`config.mk`:
```
export PLATFORM = sky130hd
export DESIGN_NAME = bp_update_fifo
export DESIGN_NICKNAME = d
export VERILOG_FILES = /design/src/rtl/bp_update_fifo.sv
export SDC_FILE = /design/constraint.sdc
export NUM_CORES = 1
export LEC_CHECK = 0
export ABC_AREA = 1
export BUFFER_PORTS_ARGS = -buffer_cell sky130_fd_sc_hd__buf_2
export CORE_ASPECT_RATIO = 0.5
export CORE_MARGIN = 10
export CORE_UTILIZATION = 64
export CTS_CLUSTER_DIAMETER = 150
export DETAILED_ROUTE_END_ITERATION = 7
export PLACE_DENSITY = 0.87
export SETUP_SLACK_MARGIN = 0.2
export SYNTH_ARGS = -nofsm -noshare
export SYNTH_HDL_FRONTEND = slang
export SYNTH_SLANG_ARGS = --single-unit
```
`constraint.sdc`:
```
create_clock -name clk -period 3.11 [get_ports clk]
set_input_delay 0.1555 -clock clk [delete_from_list [all_inputs] [get_ports clk]]
set_output_delay 0.1555 -clock clk [all_outputs]
set_load 0.03 [all_outputs]
```
`src/rtl/bp_update_fifo.sv`:
```
// Branch-update FIFO between EX-stage resolution and the gshare PHT/GHR write port.
// Drains one registered update per cycle unless held; flags lookups that hit a pending update.
module bp_update_fifo #(
  parameter int unsigned DEPTH = 4,
  parameter int unsigned IDX_W = 8
) (
  input  logic                       clk,
  input  logic                       reset,
  input  logic                       in_valid,
  input  logic [IDX_W-1:0]           in_index,
  input  logic                       in_take,
  output logic                       in_ready,
  input  logic                       upd_hold,
  output logic                       out_wen,
  output logic [IDX_W-1:0]           out_windex,
  output logic                       out_take,
  input  logic [IDX_W-1:0]           lookup_index,
  output logic                       pending_hit,
  output logic [$clog2(DEPTH):0]     count
);

  localparam int unsigned AW = $clog2(DEPTH);
  localparam int unsigned PW = AW + 1;

  logic [PW-1:0]    wptr_q, wptr_d;
  logic [PW-1:0]    rptr_q, rptr_d;
  logic             out_wen_q, out_wen_d;
  logic [IDX_W-1:0] out_windex_q, out_windex_d;
  logic             out_take_q, out_take_d;

  logic [IDX_W-1:0] mem_idx_q  [DEPTH];
  logic             mem_take_q [DEPTH];

  logic full, empty, enq, deq;
  logic [PW-1:0] occ;

  always_comb begin
    empty = (wptr_q == rptr_q);
    full  = (wptr_q[AW-1:0] == rptr_q[AW-1:0]) && (wptr_q[AW] != rptr_q[AW]);
    occ   = wptr_q - rptr_q;
    // Readiness comes only from registered pointers: a same-cycle dequeue never frees a slot for this cycle's enqueue.
    enq   = in_valid && !full;
    deq   = !empty && !upd_hold;
  end

  always_comb begin
    wptr_d       = wptr_q;
    rptr_d       = rptr_q;
    out_wen_d    = 1'b0;
    out_windex_d = out_windex_q;
    out_take_d   = out_take_q;
    if (enq) begin
      wptr_d = wptr_q + 1'b1;
    end
    if (deq) begin
      rptr_d       = rptr_q + 1'b1;
      out_wen_d    = 1'b1;
      out_windex_d = mem_idx_q[rptr_q[AW-1:0]];
      out_take_d   = mem_take_q[rptr_q[AW-1:0]];
    end
  end

  always_ff @(posedge clk) begin
    if (reset) begin
      wptr_q       <= '0;
      rptr_q       <= '0;
      out_wen_q    <= 1'b0;
      out_windex_q <= '0;
      out_take_q   <= 1'b0;
    end else begin
      wptr_q       <= wptr_d;
      rptr_q       <= rptr_d;
      out_wen_q    <= out_wen_d;
      out_windex_q <= out_windex_d;
      out_take_q   <= out_take_d;
    end
  end

  // Payload storage needs no reset; occupancy is tracked by the pointers alone.
  always_ff @(posedge clk) begin
    if (enq) begin
      mem_idx_q[wptr_q[AW-1:0]]  <= in_index;
      mem_take_q[wptr_q[AW-1:0]] <= in_take;
    end
  end

  logic [AW-1:0] slot;
  logic          hit;

  always_comb begin
    slot = '0;
    hit  = out_wen_q && (out_windex_q == lookup_index);
    for (int unsigned k = 0; k < DEPTH; k++) begin
      slot = rptr_q[AW-1:0] + AW'(k);
      if ((PW'(k) < occ) && (mem_idx_q[slot] == lookup_index)) begin
        hit = 1'b1;
      end
    end
  end

  assign in_ready    = !full;
  assign out_wen     = out_wen_q;
  assign out_windex  = out_windex_q;
  assign out_take    = out_take_q;
  assign pending_hit = hit;
  assign count       = occ;

endmodule

```
### Yosys cells after proc, flatten, opt, wreduce, memory -nomap -nowiden

Memory sizes are Yosys's and may differ from the RTL's. A register that Yosys moved wholly into a read port is not among the register bits.
Cells that the tools add are included.

| word-level totals | value |
|---|---|
| bits of input ports | 21 |
| RAM bits | 36 |
| output and inout bits | 15 |
| register bits after elaboration | 15 |
| word-level logic and storage cells | 44 |
| memories kept | 2 |

| operators by class | value |
|---|---|
| reduce and logical (&&, ||, !) cells | 11 |
| muxes and demuxes | 9 |
| order comparisons | 4 |
| add/sub/neg operators | 6 |
| equality and inequality tests | 8 |

Memories:

| memory | depth | bits a word | read ports | clocked after memory_dff | wr ports | RTL line | RTL |
|---|---|---|---|---|---|---|---|
| mem_idx_q | 4 | 8 | 4 | 1 | 1 | 31 | `logic [IDX_W-1:0] mem_idx_q [DEPTH];` |
| mem_take_q | 4 | 1 | 1 | 1 | 1 | 32 | `logic mem_take_q [DEPTH];` |

Operator list:

| cell | number |
|---|---|
| $eq A8 B8 Y1 | 5 |
| $logic_and A1 B1 Y1 | 8 |
| $mux W1 | 7 |
| $add A3 B1 Y3 const B | 2 |
| $lt A1 B3 Y1 const A | 2 |
| $lt A2 B3 Y1 const A | 2 |
| $add A2 B2 Y2 const B | 2 |
| $mux W2 | 2 |
| $eq A3 B3 Y1 | 1 |
| $logic_not A1 Y1 | 3 |
| $sub A3 B3 Y3 | 1 |
| $add A2 B1 Y2 const B | 1 |
| $eq A2 B2 Y1 | 1 |
| $ne A1 B1 Y1 | 1 |

### Logic depth before layout (Yosys ltp)

| depth | value |
|---|---|
| depth in word-level cells | 7 |
| depth in mapped cells | 13 |
| gate-level depth less buffers | 12 |

### Worst setup path after synthesis

OpenSTA, ideal clock, no wires.

| timing path | value |
|---|---|
| kind | register to register |
| start | register rptr_q[1] |
| end | memory mem_idx_q[3][0], enable pin |
| clock period less this slack | 2.369 ns |
| setup time | 0.376 ns |
| data arrival time | 1.993 ns |
| data required time | 2.734 ns |
| setup slack | 0.741 ns |
| buffers on the path | 2 |
| cell stages (with the launch flop) | 8 |
| cells stage by stage | dfxtp_1 > buf_4 > inv_1 > buf_4 > ha_1 > nand4_1 > nand2_1 > nor2_1 |

| between the ends | value |
|---|---|
| cells in the longest elaborated chain, start to end | 6 |

RTL lines:

| element | RTL line | RTL |
|---|---|---|
| start: declaration | 26 | `logic [PW-1:0] rptr_q, rptr_d;` |
| start signal: assignment | 72 | `rptr_q <= rptr_d;` |
| $eq A2 B2 Y1 | 39 | `full = (wptr_q[AW-1:0] == rptr_q[AW-1:0]) && (wptr_q[AW] != rptr_q[AW]);` |
| $logic_and A1 B1 Y1 | 39 |  |
| $logic_not A1 Y1 | n/a |  |
| via in_ready | 12 | `output logic in_ready,` |
| $logic_and A1 B1 Y1 | 42 | `enq = in_valid && !full;` |
| $mux W1 | 81 | `if (enq) begin` |
| $mux W1 (implied by the code) | 82 | `mem_idx_q[wptr_q[AW-1:0]] <= in_index;` |
| end: declaration | 31 |  |

The timed path passes the listed nets, and every way through them passes these cells.

### Worst setup path in the final report

| timing path | value |
|---|---|
| start | register rptr_q[1] |
| end | output pending_hit |

| between the ends | value |
|---|---|
| cells in the longest elaborated chain, start to end | 7 |
| elaborated cells between the ends (all ways) | 20 |
| those cells by class | add/sub: 4; order compare: 4; eq/ne: 3; mux: 4; reduce/logical: 4; memory: 1 |

RTL lines:

| element | RTL line | RTL |
|---|---|---|
| $add A2 B1 Y2 / $sub A3 B3 Y3 (equally long branches) | 94, 40 |  |
| $mem_v2 Z4 W8 / $lt A1 B3 Y1 (equally long branches) | n/a |  |
| $eq A8 B8 Y1 / $logic_and A1 B1 Y1 (equally long branches) | 95 | `if ((PW'(k) < occ) && (mem_idx_q[slot] == lookup_index)) begin` |
| $logic_and A1 B1 Y1 / $mux W1 (equally long branches) | 95 |  |
| $mux W1 (2 in series) | 95 |  |
| $mux W1 (*) | 95 |  |
| end: declaration | 18 | `output logic pending_hit,` |

Mark *: on every way between the ends. The rest lies on a longest branch, timed or not.

==> impl_metrics.toml <==
[drt]
drc = 0
vias_per_cell = 5.898
num_vias = 3368
finalWirelength_um = 9415
drt-initial-drc-count = 441
final_antenna_net_count = 0
wl_per_cell_um = 16.49
dr.pass1.iters = 5

[worst_setup_path]
r2r_slack_ps = 630
startpoint_type = "flip-flop"
crit_slowest_cell = "dfxtp_1"
worst_r2r_endpoint = "out_take$_SDFFE_PP0P_"
criticalPathCategory = "reg2out"
endpoint_kind = "primary output"
critical_path.cell_chain = "ha_1 > buf_4 > nand3_1 > nand2_1 > nand2_1 > nand2_1 > nor2_1 > nand3_1 > nor2_1 > nor2_1 > nand3_1 > buf_2"
cp_max_fo = 12
cpPeakStageDelay_ps = 620
reg2reg_depth = 6
timing.rr.start = "rptr_q[1]$_SDFFE_PP0P_"
critPathRequiredTime_ps = 2950
crit_arrival_ps = 2540

[sta]
max_freq_ghz = 0.3703
setup-violations-final = 0
max_slew_margin = 0.5974
rsz0062_at_grt = "false"
maxSlewViolCount = 0
fin_tns_setup_ps = 0
fin_skew_ps = 17.31
hold_viol = 0
fin_crit_ps = 2700
period_share = 0.8683
tightest_slew_ps = 603.2

[logic_synthesis]
yosys.area.top_type = "edfxtp_1"
synth_top_area_share = 0.3118
ys_types = 32
synth_edf_count = 36
netlist_top_cells_area = "edfxtp_1 (31%), nand2_1 (19%), nand3_1 (13%)"
synth_warnings = 0
ys.flop_type = "edfxtp_1"
ys_async_sr_fraction = 0
syn-num-nets = 501
ys_seq_area_frac = 0.4157
synth-seq-cells = 54
netlist_area_mm2 = 0.003467
syn_inst = 472
syn_avg_cell_area_um2 = 7.345

[finish]
layout.nets = 529
fin_area_mm2 = 0.003747
fill_cells = 395
final_core_util = 0.7362
n_antenna_cell = 0
final_common_cell = "nand2_1"
area_growth_syn_to_layout_pct = 8.084
final_cell_mix = "nand2_1 (172), nand3_1 (88), edfxtp_1 (36), buf_2 (35), nor2_1 (31)"
drive_gt1_frac = 0.1178

[floorplanning]
core-area_mm2 = 0.005090
rows = 18
die_x_um = 124.1
dieArea_mm2 = 0.008940
start_util = 0.6812
die_height_um = 72.05
pin_count = 36

[power]
p_comb_frac = 0.436
p_leak_nw = 1.742
swShare = 0.4251
ir_drop_mv = 0.4049
power_density_mw_per_mm2 = 657.1
pwr-share-clk = 0.198
switching_power_w = 0.001047
p_int_w = 0.001416
p_seq_frac = 0.366

[placement]
dp_hpwl_um = 7306
io_buffers = 35
placed_area_mm2 = 0.003633
gp_congestion = 0.9204

[hold_path]
hold_class = "in2reg"
min-delay-start = "in_index[0]"
holdPathEnd = "mem_idx_q[0][0]$_DFFE_PP_"
whs_path_depth = 1

[global_route]
grt_overflow = 0
grt_pass1_wl_um = 14350
grt_pass1_vias = 2797
grt_max_degree = 38
antenna_found_initial = 0
grt_use_total = 0.2059

[clock_tree]
clk_latency_ps = 330
post_cts_buffers = 0
path_clk_slew_ps = 110
cts_made_buffers = 5
cts_tree = "built"
ctsHtreeMaxLevel = 2
cts.sinks = 54
cts_root_buffer = "clkbuf_8"
cts_buffer_depth = 2

[job]
cap_violations = 0

[outcome]
status = "complete, no violations"
## power groups by stage
stage	clock, W	sequential (W)	combinational, W
finish	0.000488	0.000900	0.00107
global route	0.000513	0.000908	0.00119
CTS	0.000487	0.000898	0.00104
detailed placement	0	0.000913	0.00104
global placement	0	0.000910	0.00102
floorplan	0	0.000938	0.000796
## repair_timing
action	CTS	global route
gates resized for setup	0	1
hold buffers	0	0
endpoints found under the hold margin	0	0
setup endpoints to repair	0	1
## cells by family after synthesis
group / count (synthesis) / synth area share
flops: 54 / 0.4157
buf+inv: 50 / 0.07975
xor+xnor: 18 / 0.04547
compound gates: 39 / 0.05882
fa+ha+maj: 8 / 0.03103
simple gates: 303 / 0.3692
## worst max path at each step
stage	depth (start not counted)	endpoint	from	slack, ps
finish	12	pending_hit	rptr_q[1]$_SDFFE_PP0P_	410
global route	12	pending_hit	rptr_q[0]$_SDFFE_PP0P_	250
CTS	10	pending_hit	rptr_q[1]$_SDFFE_PP0P_	460
detailed placement	6	out_take$_SDFFE_PP0P_	rptr_q[1]$_SDFFE_PP0P_	740
global placement	6	out_take$_SDFFE_PP0P_	rptr_q[1]$_SDFFE_PP0P_	870
floorplan	7	mem_idx_q[3][0]$_DFFE_PP_	rptr_q[1]$_SDFFE_PP0P_	740
## cell usage after synthesis, drive strengths merged, types with 5 or more instances
master  instances
a21oi          16
buf            19
clkbuf          5
dfxtp          18
edfxtp         36
ha              7
inv            26
nand2         174
nand3          88
nor2           31
o21ai          21
xnor2           6
xor2           12
## layout make-up
class	instances	area (um2)	share of cell area
multi-input cells	368	1749	0.4668
clock inverters	3	42.54	0.01135
clock buffers	5	68.82	0.01836
repair buffers	45	250.2	0.06678
well taps	70	87.58	0.02337
flip-flops and latches	54	1441	0.3846
inverters	26	107.6	0.02871
## per-layer routing
metal	up-vias	GRT usage	share of wire
li1	1610	-	-
met1	1507	0.3105	0.45
met2	234	0.2715	0.38
met3	17	0.06718	0.16
met4	0	0.04822	0.012
met5	-	0	0
## worst max-delay path: cells and delay by family, from the launching register on
family | cells | cell delay (ps)
buffers and inverters | 2 | 430
DFF | 1 | 620
and+or+nand+nor | 9 | 710
adders and majority gates | 1 | 430
## state kept, by name, summed over array words and instances (netlist names), named ones only
signal      cells
out_take        1
out_wen         1
mem_take_q      4
wptr_q          3
out_windex      8
rptr_q          3
mem_idx_q      32
## through the flow
step,hold WS [ps],setup slack (ps),power [W],instances
after CTS,39.47,461.2,0.002428,571
final,36.95,409.7,0.002463,571
after floorplan,227.9,740.9,0.001734,472
after global routing,40.02,249.6,0.002608,571
after global placement,366.8,865.9,0.001928,563
after detailed placement,374.4,737.3,0.001951,563
Note: power is estimated with default switching activity, not from simulation.
